--- src/rtl/sccb_init_seq.sv ---
// sccb_init_seq: walks a table of {reg, value} pairs after power-up and hands
// each one, prefixed with the SCCB slave address, to the SCCB write engine.
// Between writes it waits a fixed gap, or a longer gap after a sensor soft reset.
// If the engine does not respond, the same entry is re-requested; after the
// third miss the sequencer stops and raises init_err.
//
// Ports:
//   CLK, RST_N   : clock, asynchronous active-low reset
//   init_start   : one-cycle restart pulse; honoured only in DONE
//   rom_addr     : table index (registered)
//   rom_data     : {reg, value}; valid one cycle after rom_addr changes
//   SCCB_busy    : write-engine busy flag
//   SCCB_req     : one-cycle write request
//   sccb_data    : {SLAVE_ADDR, reg, value} for the write engine
//   init_done    : sequence finished successfully
//   init_err     : sequence aborted after repeated handshake failures
//   cfg_busy     : sequencer active (low only in DONE)
module sccb_init_seq #(
  parameter logic [7:0]  SLAVE_ADDR     = 8'h42,
  parameter logic [7:0]  REG_NUM        = 8'd3,
  parameter logic [19:0] POWER_UP_DELAY = 20'd10,
  parameter logic [19:0] GAP_DELAY      = 20'd4,
  parameter logic [19:0] RESET_DELAY    = 20'd20,
  parameter logic [3:0]  ACK_TIMEOUT    = 4'd15
) (
  input  logic        CLK,
  input  logic        RST_N,
  input  logic        init_start,
  output logic [7:0]  rom_addr,
  input  logic [15:0] rom_data,
  input  logic        SCCB_busy,
  output logic        SCCB_req,
  output logic [23:0] sccb_data,
  output logic        init_done,
  output logic        init_err,
  output logic        cfg_busy
);

  localparam int unsigned DLY_W   = 20;
  localparam int unsigned TO_W    = 4;
  localparam int unsigned RTRY_W  = 2;
  localparam int unsigned IDX_W   = 8;
  localparam int unsigned WORD_W  = 24;
  // Retry count at which the next timeout is the third one for this entry.
  localparam logic [RTRY_W-1:0] RETRY_LAST = RTRY_W'(2);
  localparam logic [15:0]       END_MARK   = 16'hFFFF;
  localparam logic [7:0]        REG_COM7   = 8'h12;

  typedef enum logic [2:0] {
    S_PWRUP,
    S_FETCH_A,
    S_FETCH_D,
    S_REQ,
    S_WAIT_ACK,
    S_WAIT_DONE,
    S_GAP,
    S_DONE
  } state_t;

  state_t              state_q, state_d;
  logic [DLY_W-1:0]    dly_q, dly_d;
  logic [TO_W-1:0]     to_q, to_d;
  logic [RTRY_W-1:0]   retry_q, retry_d;
  logic [IDX_W-1:0]    idx_q, idx_d;
  logic [WORD_W-1:0]   data_q, data_d;
  logic                req_q, req_d;
  logic                done_q, done_d;
  logic                err_q, err_d;
  logic                busy_q, busy_d;
  logic                soft_rst_c;

  // A write of COM7 with bit7 set resets the sensor and needs the long gap.
  assign soft_rst_c = (data_q[15:8] == REG_COM7) && data_q[7];

  // State and output registers.
  always_ff @(posedge CLK or negedge RST_N) begin
    if (!RST_N) begin
      state_q <= S_PWRUP;
      dly_q   <= '0;
      to_q    <= '0;
      retry_q <= '0;
      idx_q   <= '0;
      data_q  <= '0;
      req_q   <= 1'b0;
      done_q  <= 1'b0;
      err_q   <= 1'b0;
      busy_q  <= 1'b1;
    end else begin
      state_q <= state_d;
      dly_q   <= dly_d;
      to_q    <= to_d;
      retry_q <= retry_d;
      idx_q   <= idx_d;
      data_q  <= data_d;
      req_q   <= req_d;
      done_q  <= done_d;
      err_q   <= err_d;
      busy_q  <= busy_d;
    end
  end

  // Next-state and next-output logic.
  always_comb begin
    state_d = state_q;
    dly_d   = dly_q;
    to_d    = to_q;
    retry_d = retry_q;
    idx_d   = idx_q;
    data_d  = data_q;
    done_d  = done_q;
    err_d   = err_q;

    case (state_q)
      S_PWRUP: begin
        if (dly_q == POWER_UP_DELAY - DLY_W'(1)) begin
          dly_d   = '0;
          state_d = S_FETCH_A;
        end else begin
          dly_d = dly_q + DLY_W'(1);
        end
      end

      // rom_addr already holds idx; the table answers during FETCH_D.
      S_FETCH_A: state_d = S_FETCH_D;

      S_FETCH_D: begin
        if (rom_data == END_MARK) begin
          done_d  = 1'b1;
          state_d = S_DONE;
        end else begin
          data_d  = {SLAVE_ADDR, rom_data};
          state_d = S_REQ;
        end
      end

      S_REQ: begin
        to_d    = '0;
        state_d = S_WAIT_ACK;
      end

      S_WAIT_ACK: begin
        if (SCCB_busy) begin
          state_d = S_WAIT_DONE;
        end else if (to_q + TO_W'(1) == ACK_TIMEOUT) begin
          to_d = '0;
          if (retry_q == RETRY_LAST) begin
            retry_d = '0;
            err_d   = 1'b1;
            state_d = S_DONE;
          end else begin
            retry_d = retry_q + RTRY_W'(1);
            state_d = S_REQ;
          end
        end else begin
          to_d = to_q + TO_W'(1);
        end
      end

      S_WAIT_DONE: begin
        if (!SCCB_busy) begin
          retry_d = '0;
          dly_d   = soft_rst_c ? RESET_DELAY : GAP_DELAY;
          state_d = S_GAP;
        end
      end

      // dly_q counts the remaining gap cycles including the current one.
      S_GAP: begin
        if (dly_q <= DLY_W'(1)) begin
          if (idx_q == REG_NUM - IDX_W'(1)) begin
            done_d  = 1'b1;
            state_d = S_DONE;
          end else begin
            idx_d   = idx_q + IDX_W'(1);
            state_d = S_FETCH_A;
          end
        end else begin
          dly_d = dly_q - DLY_W'(1);
        end
      end

      S_DONE: begin
        if (init_start) begin
          idx_d   = '0;
          retry_d = '0;
          done_d  = 1'b0;
          err_d   = 1'b0;
          state_d = S_FETCH_A;
        end
      end

      default: state_d = S_PWRUP;
    endcase

    // Registered outputs that track the state being entered.
    req_d  = (state_d == S_REQ);
    busy_d = (state_d != S_DONE);
  end

  assign rom_addr  = idx_q;
  assign sccb_data = data_q;
  assign SCCB_req  = req_q;
  assign init_done = done_q;
  assign init_err  = err_q;
  assign cfg_busy  = busy_q;

endmodule

--- config.mk ---
export PLATFORM = sky130hd
export DESIGN_NAME = sccb_init_seq
export DESIGN_NICKNAME = d
export VERILOG_FILES = /design/src/rtl/sccb_init_seq.sv
export SDC_FILE = /design/constraint.sdc
export NUM_CORES = 1
export LEC_CHECK = 0
export CORE_ASPECT_RATIO = 0.8
export CORE_MARGIN = 1.5
export CORE_UTILIZATION = 55
export CTS_BUF_LIST = sky130_fd_sc_hd__clkbuf_16
export DETAILED_ROUTE_END_ITERATION = 10
export DONT_BUFFER_PORTS = 1
export PLACE_DENSITY = 0.75
export RECOVER_POWER = 100
export SLEW_MARGIN = 5
export SYNTH_ARGS = -nofsm -noshare
export SYNTH_HDL_FRONTEND = slang
export SYNTH_SLANG_ARGS = --single-unit
--- constraint.sdc ---
create_clock -name CLK -period 2.7 [get_ports CLK]
set_clock_uncertainty 0.05 [all_clocks]
set_input_delay 0.405 -clock CLK [delete_from_list [all_inputs] [get_ports CLK]]
set_output_delay 0.405 -clock CLK [all_outputs]
set_load 0.02 [all_outputs]
Word level (Yosys, flattened, before mapping)
Index checks and enable logic that the tools add are counted.
- output and inout bits: 36
- bits of input ports: 20
- logic and storage cells: 94
- flip-flop bits (word level): 58
- bitwise operators: 1
- mux-type cells: 37
- reductions and logical operators: 15
- equality and inequality tests: 25
- add/sub/neg operators: 5
- order comparisons: 1
- operator list (cell ; number):
    $mux W20 ; 3
    $pmux W20 S3 ; 1
    $mux W3 ; 9
    $mux W8 ; 3
    $pmux W3 S8 ; 1
    $add A20 B1 Y20 const B ; 1
    $eq A20 B4 Y1 const B ; 1
    $le A20 B1 Y1 const B ; 1
    $ne A2 B2 Y1 const B ; 10
    $sub A20 B1 Y20 const B ; 1
    $eq A16 B16 Y1 const B ; 1
    $pmux W8 S2 ; 1
    $reduce_and A5 Y1 ; 3
    $eq A3 B3 Y1 const B ; 4
    $mux W2 ; 5
    $eq A3 B2 Y1 const B ; 3
    $reduce_bool A3 Y1 ; 3
    $add A8 B1 Y8 const B ; 1
    $eq A8 B2 Y1 const B ; 1
    $eq A8 B5 Y1 const B ; 1
    $mux W4 ; 2
    $pmux W4 S2 ; 1
    $mux W1 ; 7
    $pmux W2 S3 ; 1
    16 further kinds ; 19

Depth between registers and ports, before layout
Gate-level depths: netlist of the first run.
- depth in word-level cells: 6
- gate-level depth with buffers: 9
- depth with buffers taken out: 8

Worst setup path before layout of the first run
No wires, ideal clock.
- kind: reg-to-reg
- from: register dly_q[10]
- to: register dly_q[19]
- setup slack: 0.411 ns
- data required time: 2.526 ns
- setup time: 0.124 ns
- period minus slack after synthesis: 2.289 ns
- cell stages (with the launch flop): 10
- arrival: 2.115 ns
- buffers on the path: 3
- cell sequence: dfrtp_1 -> or4_1 -> buf_2 -> nand2b_4 -> buf_6 -> o31ai_4 -> buf_6 -> a31oi_1 -> nor3_1 -> a21oi_1
- word-level cells in the longest chain between the ends: 3
- elaborated cells between the ends (all ways): 9
- classes of those cells: add/sub: 2; order compare: 1; eq/ne: 2; mux: 3; reduce/logical: 1
- ends and longest elaborated chain (element ; RTL line ; RTL):
    start, declared ; 61 ; logic [DLY_W-1:0] dly_q, dly_d;
    start signal, assigned ; 90 ; dly_q <= dly_d;
    $sub A20 B1 Y20 (tied with other cells) ; 178 ; dly_d = dly_q - DLY_W'(1);
    $mux W20 (tied with other cells) ; 169 ; if (dly_q <= DLY_W'(1)) begin
    $pmux W20 S3 or $reduce_and A3 Y1 (tied branches) ; -- ;
Several ways; a longest one is shown, not always the timed one. The select of a mux whose other input is x is not followed.
A chain may end at the register's enable or synchronous reset.

Final worst setup path of the first run
- from: register dly_q[10]
- to: register dly_q[17]
Same word-level chain as after synthesis.

==> results of run 1 <==
-- final timing paths --
check                      cells after the start            to  slack [ns]
setup / recovery                               6     dly_q[17]        0.16
hold / removal                                 1  sccb_data[5]        0.17
setup reg to reg                               6     dly_q[17]        0.16
hold reg to reg                                1     dly_q[16]        0.47
max in group asynchronous                      2     dly_q[15]        0.79
min in group asynchronous                      2   rom_addr[4]        0.96
-- worst max-delay path, cell delays in order (launching register included) --
cell and delay, ns:
dfrtp_1 0.44, or4_1 0.68, nand2b_4 0.25, o31ai_2 0.48
clkbuf_2 0.28, nor2_1 0.06, a22o_1 0.18
-- cell type report --
class	instances	area, um^2	share of cell area, %
clock inverter	7	102.6	2.459
inverter	10	37.54	0.8998
tap	84	105.1	2.520
sequential	58	1453	34.82
timing repair buffer	26	182.7	4.379
multi-input combinational	327	2066	49.52
clock buffer	9	225.2	5.399
-- power groups by stage --
stage | logic (uW) | clock network, uW | registers [uW]
after floorplan | 1790 | 0 | 1580
final | 2350 | 1240 | 1740
after global routing | 2560 | 1300 | 1790
after CTS | 2350 | 1250 | 1730
after detailed placement | 2280 | 0 | 1740
after global placement | 2230 | 0 | 1720
-- registers in the layout (all words and copies together) (netlist names) --
signal     cells
SCCB_req       1
cfg_busy       1
dly_q         20
init_done      1
init_err       1
retry_q        2
rom_addr       8
sccb_data     17
state_q        3
to_q           4
-- what timing repair did --
| item | CTS | global route |
|---|---|---|
| setup buffers | 0 | 0 |
| setup endpoints to repair | 0 | 10 |
| resized for setup | 0 | 3 |
| hold buffers | 2 | 0 |
| hold endpoints to repair | 58 | 0 |
-- cells by family (layout without fill, tap and decap cells) --
group	count (synthesis)	count (layout)	share of synthesized area [%]
xor+xnor	9	9	2.113
fa+ha+maj	7	7	2.347
simple gates	172	172	24.95
compound gates	115	115	20.32
other cells	1	6	0.1005
mux	18	18	5.365
flops	58	58	38.93
buf+inv	42	52	5.869
-- per-layer routing --
layer	part of all wire (%)	vias up
li1	-	1587
met1	45	1657
met2	46	155
met3	7.9	14
met4	1.0	0
met5	0	-
-- placed cells by master, fill, tap and decap left out, types with 8 or more instances in the layout --
cell type  instances
a21oi_1           30
a31oi_1           10
and3_1             8
buf_4             20
clkbuf_16          9
dfrtp_1           57
inv_1             10
mux2_2            16
nand2_1           26
nand3_1           23
nand4_1           10
nor2_1            38
nor3_1            16
nor4_1             8
o21ai_0           26
o31ai_1            8
-- stage by stage --
| stage | power (uW) | hold WS [ns] | util [%] |
|---|---|---|---|
| after floorplan | 3379 | 0.05941 | - |
| after global placement | 3955 | 0.06046 | 59.53 |
| after detailed placement | 4020 | 0.06053 | 59.53 |
| after CTS | 5337 | 0.1681 | 65.17 |
| after global routing | 5642 | 0.1647 | 64.44 |
| final | 5339 | 0.1728 | 64.44 |
==> impl_metrics.tcl, run 1 <==
set metrics [dict create \
    status "completed" \
    gp_congestion 0.8976 \
    yosysWarnings 0 \
    htreeDepth 3 \
    synth_top_area_share_pct 38.23 \
    io_pins 56 \
    dp_hpwl_um 6784 \
    numCtsBuffers 9 \
    irDropWorstVdd_v 0.0007916 \
    crit_arrival_ns 2.70 \
    postPlaceCellArea_mm2 0.003854 \
    dieArea_mm2 0.007290 \
    synth_edf_count 0 \
    cts.sinks 58 \
    worst_slew_pin_slew_ns 1.427 \
    layout-drive-gt1-share_pct 16.02 \
    wirelength_um 9908 \
    cp-startpoint "dly_q[10]" \
    regToRegStartpoint "dly_q[10]" \
    post-place-ws_ns 0.07771 \
    grt_use_met2_pct 43.40 \
    antenna_left 0 \
    ys_seq_area_share_pct 38.93 \
    core_area_mm2 0.006474 \
    synth.most_common_cell "dfrtp_1" \
    n_antenna_cell 0 \
    busiest_layer "met2" \
    switching_share_pct 45.80 \
    fillers 528 \
    placed_cells 503 \
    drtPass1Iterations 5 \
    power_leakage_uw 0.001698 \
    clkPwrFrac_pct 23.3 \
    synth_flop_cell "dfrtp_1" \
    grt_use_total_pct 28.65 \
    setup_viol 0 \
    path_class "register to register" \
    drt_iter0_drc 384 \
    grt_pass1_wl_um 16250 \
    finalCritPeriodShare_pct 93.95 \
    routedWlPerCell_um 19.02 \
    nets 459 \
    synth.area.top_cells "dfrtp_1, mux2_2, a21oi_1" \
    vias 3413 \
    start_util_pct 57.63 \
    route.detailed.drc 0 \
    antenna_found_initial 0 \
    async_flop_share_pct 100.0 \
    fin_cells 521 \
    p_seq_share_pct 32.6 \
    rows 26 \
    finalInstanceArea_mm2 0.004172 \
    syn_avg_cell_area_um2 8.841 \
    vias_per_cell 6.551 \
    final.setup.worst_slack_ns 0.1634 \
    cp.required_ns 2.87 \
    path_clk_slew_ns 0.06 \
    slew_violations 0 \
    clockBufferDepth 2 \
    synth_cells 422 \
    worstHoldStart "rom_data[5]" \
    grtUsageMet3_pct 6.448 \
    grt_use_met1_pct 40.34 \
    port_buffers 0 \
    p_int_uw 2893 \
    synth-seq-cells 58 \
    power_frac_comb_pct 44.1 \
    synthTopCellsByCount "dfrtp_1, nor2_1, a21oi_1" \
    yosysTopAreaCell "dfrtp_1" \
    maxCapViolCount 0 \
    power_switching_uw 2445 \
    worstSetupEndpointType "register" \
    finalCriticalPeriod_ns 2.537 \
    die_w_um 95.09 \
    synth_cell_types 66 \
    clk_latency_ns 0.33 \
    cts_tree "built" \
    tns_ns 0 \
    worstHoldPathType "input port to register" \
    fmax_mhz 394.2 \
    flow.area_growth_from_synthesis_pct 11.80 \
    grt_pass1_vias 3338 \
    fp.dieH_um 76.67 \
    grt_max_degree 59 \
    rsz0062_at_grt "false" \
    syn_area_mm2 0.003731 \
    critPathMaxFanout 8 \
    crit_path_start_kind "register" \
    cts_root_buf "clkbuf_16" \
    power_density_mw_per_mm2 1280 \
    hold_violations 0 \
    max_slew_margin_pct 4.863 \
    gr-total-overflow 0 \
]
Power figures use the tool's default switching activity.
==> run 2: changes to the inputs <==
--- a/config.mk
+++ b/config.mk
@@ -7,11 +7,11 @@
 export LEC_CHECK = 0
 export CORE_ASPECT_RATIO = 0.8
 export CORE_MARGIN = 1.5
-export CORE_UTILIZATION = 55
+export CORE_UTILIZATION = 45
 export CTS_BUF_LIST = sky130_fd_sc_hd__clkbuf_16
 export DETAILED_ROUTE_END_ITERATION = 10
 export DONT_BUFFER_PORTS = 1
-export PLACE_DENSITY = 0.75
+export PLACE_DENSITY = 0.65
 export RECOVER_POWER = 100
 export SLEW_MARGIN = 5
 export SYNTH_ARGS = -nofsm -noshare
==> impl_metrics.tcl, run 2 (synthesis gave the netlist of run 1 again) <==
set metrics [dict create \
    layout-drive-gt1-share_pct 16.10 \
    tns_ns 0 \
    wirelength_um 10090 \
    finalCriticalPeriod_ns 2.598 \
    grt_use_total_pct 24.22 \
    dp_hpwl_um 7120 \
    nets 464 \
    drtPass1Iterations 5 \
    gr-total-overflow 0 \
    io_pins 56 \
    regToRegSetupSlack_ns 0.10 \
    worstHoldPathType "input port to register" \
    routedWlPerCell_um 18.38 \
    drt_iter0_drc 367 \
    irDropWorstVdd_v 0.0005882 \
    max_slew_margin_pct 3.827 \
    critPathMaxFanout 8 \
    fin_cells 549 \
    power_leakage_uw 0.001710 \
    placed_cells 530 \
    gp_congestion 0.8752 \
    crit_arrival_ns 2.75 \
    antenna_left 0 \
    switching_share_pct 45.09 \
    p_int_uw 2947 \
    regToRegEndpoint "dly_q[6]" \
    path_class "register to register" \
    power_switching_uw 2420 \
    grt_pass1_vias 3291 \
    worstSetupEndpointType "register" \
    route.detailed.drc 0 \
    die_w_um 104.8 \
    power_frac_comb_pct 45.7 \
    vias 3472 \
    finalCritPeriodShare_pct 96.22 \
    reg2reg_depth 6 \
    path_clk_slew_ns 0.05 \
    start_util_pct 46.74 \
    critPathCapture "dly_q[6]" \
    fmax_mhz 384.9 \
    largest_register_ffs 20 \
    vias_per_cell 6.324 \
    fp.dieH_um 84.45 \
    p_seq_share_pct 32.2 \
    cts_tree "built" \
    slew_violations 0 \
    dieArea_mm2 0.008850 \
    n_antenna_cell 0 \
    numCtsBuffers 9 \
    antenna_found_initial 0 \
    cts.sinks 58 \
    core_area_mm2 0.007983 \
    layout_commonest_cell "dfrtp_1" \
    cts_root_buf "clkbuf_16" \
    final_cell_mix "dfrtp_1, nor2_1, a21oi_1" \
    port_buffers 0 \
    worst_slew_pin_slew_ns 1.443 \
    power_density_mw_per_mm2 1268 \
    maxCapViolCount 0 \
    grt_max_degree 59 \
    regToRegStartpoint "dly_q[10]" \
    rows 29 \
    crit_path_start_kind "register" \
    top_register "dly_q" \
    flow.area_growth_from_synthesis_pct 13.41 \
    setup_viol 0 \
    clockBufferDepth 2 \
    cp.required_ns 2.85 \
    clk_latency_ns 0.33 \
    cp-startpoint "dly_q[10]" \
    clkPwrFrac_pct 22.1 \
    htreeDepth 3 \
    fillers 750 \
    hold_violations 0 \
    grt_pass1_wl_um 16840 \
    status "completed" \
    rsz0062_at_grt "false" \
]
run 2: changes by cell type in the layout (fill, tap and decap cells not counted):
cell / previous run / this run
clkbuf_1: 2 / 3
clkinvlp_4: 1 / 2
clkbuf_2: 3 / 5
o31ai_4: 0 / 1
buf_12: 0 / 1
clkinv_1: 0 / 2
buf_4: 20 / 21
inv_6: 1 / 0
o31ai_2: 1 / 0
clkinv_4: 3 / 0
run 2: worst min-delay path by stage:
| stage | slack, ns | start | cells past startpoint | endpoint |
|---|---|---|---|---|
| CTS | 0.17 | rom_data[14] | 1 | sccb_data[14] |
| global route | 0.17 | rom_data[7] | 1 | sccb_data[7] |
| global placement | 0.06 | RST_N | 0 | rom_addr[4] |
| finish | 0.18 | rom_data[10] | 1 | sccb_data[10] |
| floorplan | 0.06 | RST_N | 0 | SCCB_req |
| detailed placement | 0.06 | RST_N | 0 | rom_addr[4] |
run 2: critical path, cell delays in order, from the launching register on:
cell and delay, ns:
dfrtp_1 0.43, or4_1 0.68, nand2b_4 0.26, nor3_2 0.38, nor2b_1 0.24, a221oi_1 0.35, a21oi_1 0.08
run 2: routing by layer:
layer / routed length [um] / up-vias / global-route usage (%)
met2: 4444 / 193 / 36.66
li1: - / 1589 / -
met4: 181 / 0 / 9.340
met3: 937 / 18 / 6.134
met5: 0 / - / 0
met1: 4528 / 1672 / 33.33
run 2: what timing repair did:
| item | CTS | global route |
|---|---|---|
| setup endpoints to repair | 0 | 15 |
| buffers inserted | 0 | 2 |
| hold buffers | 2 | 0 |
| gates resized for setup | 0 | 3 |
| endpoints found under the hold margin | 58 | 0 |
run 2: final cells by class:
cell class	instances	area, um^2	share of cell area, %
inverter	10	37.54	0.8870
timing repair buffer	31	224.0	5.293
clock inverter	6	82.58	1.952
multi-input combinational	327	2074	49.02
sequential	58	1453	34.33
clock buffer	9	225.2	5.322
tap	108	135.1	3.193
run 2: stage by stage:
| stage | util (%) | area, um^2 | worst slack, ns | power, uW | hold WS, ns |
|---|---|---|---|---|---|
| after CTS | 53.26 | 4252 | 0.07150 | 5319 | 0.1693 |
| after global placement | 48.93 | 3906 | 0.1068 | 4022 | 0.06058 |
| after detailed placement | 48.93 | 3906 | 0.08287 | 4078 | 0.06053 |
| after global routing | 53.01 | 4232 | 0.02543 | 5721 | 0.1670 |
| final | 53.01 | 4232 | 0.1021 | 5367 | 0.1767 |
| after floorplan | - | 3750 | 0.4105 | 3379 | 0.05941 |
run 2: power by group through the flow:
stage | Combinational (uW) | Clock (uW) | Sequential (uW)
after detailed placement | 2350 | 0 | 1730
after floorplan | 1790 | 0 | 1580
after global placement | 2310 | 0 | 1710
final | 2450 | 1190 | 1730
after global routing | 2700 | 1240 | 1780
after CTS | 2390 | 1210 | 1720
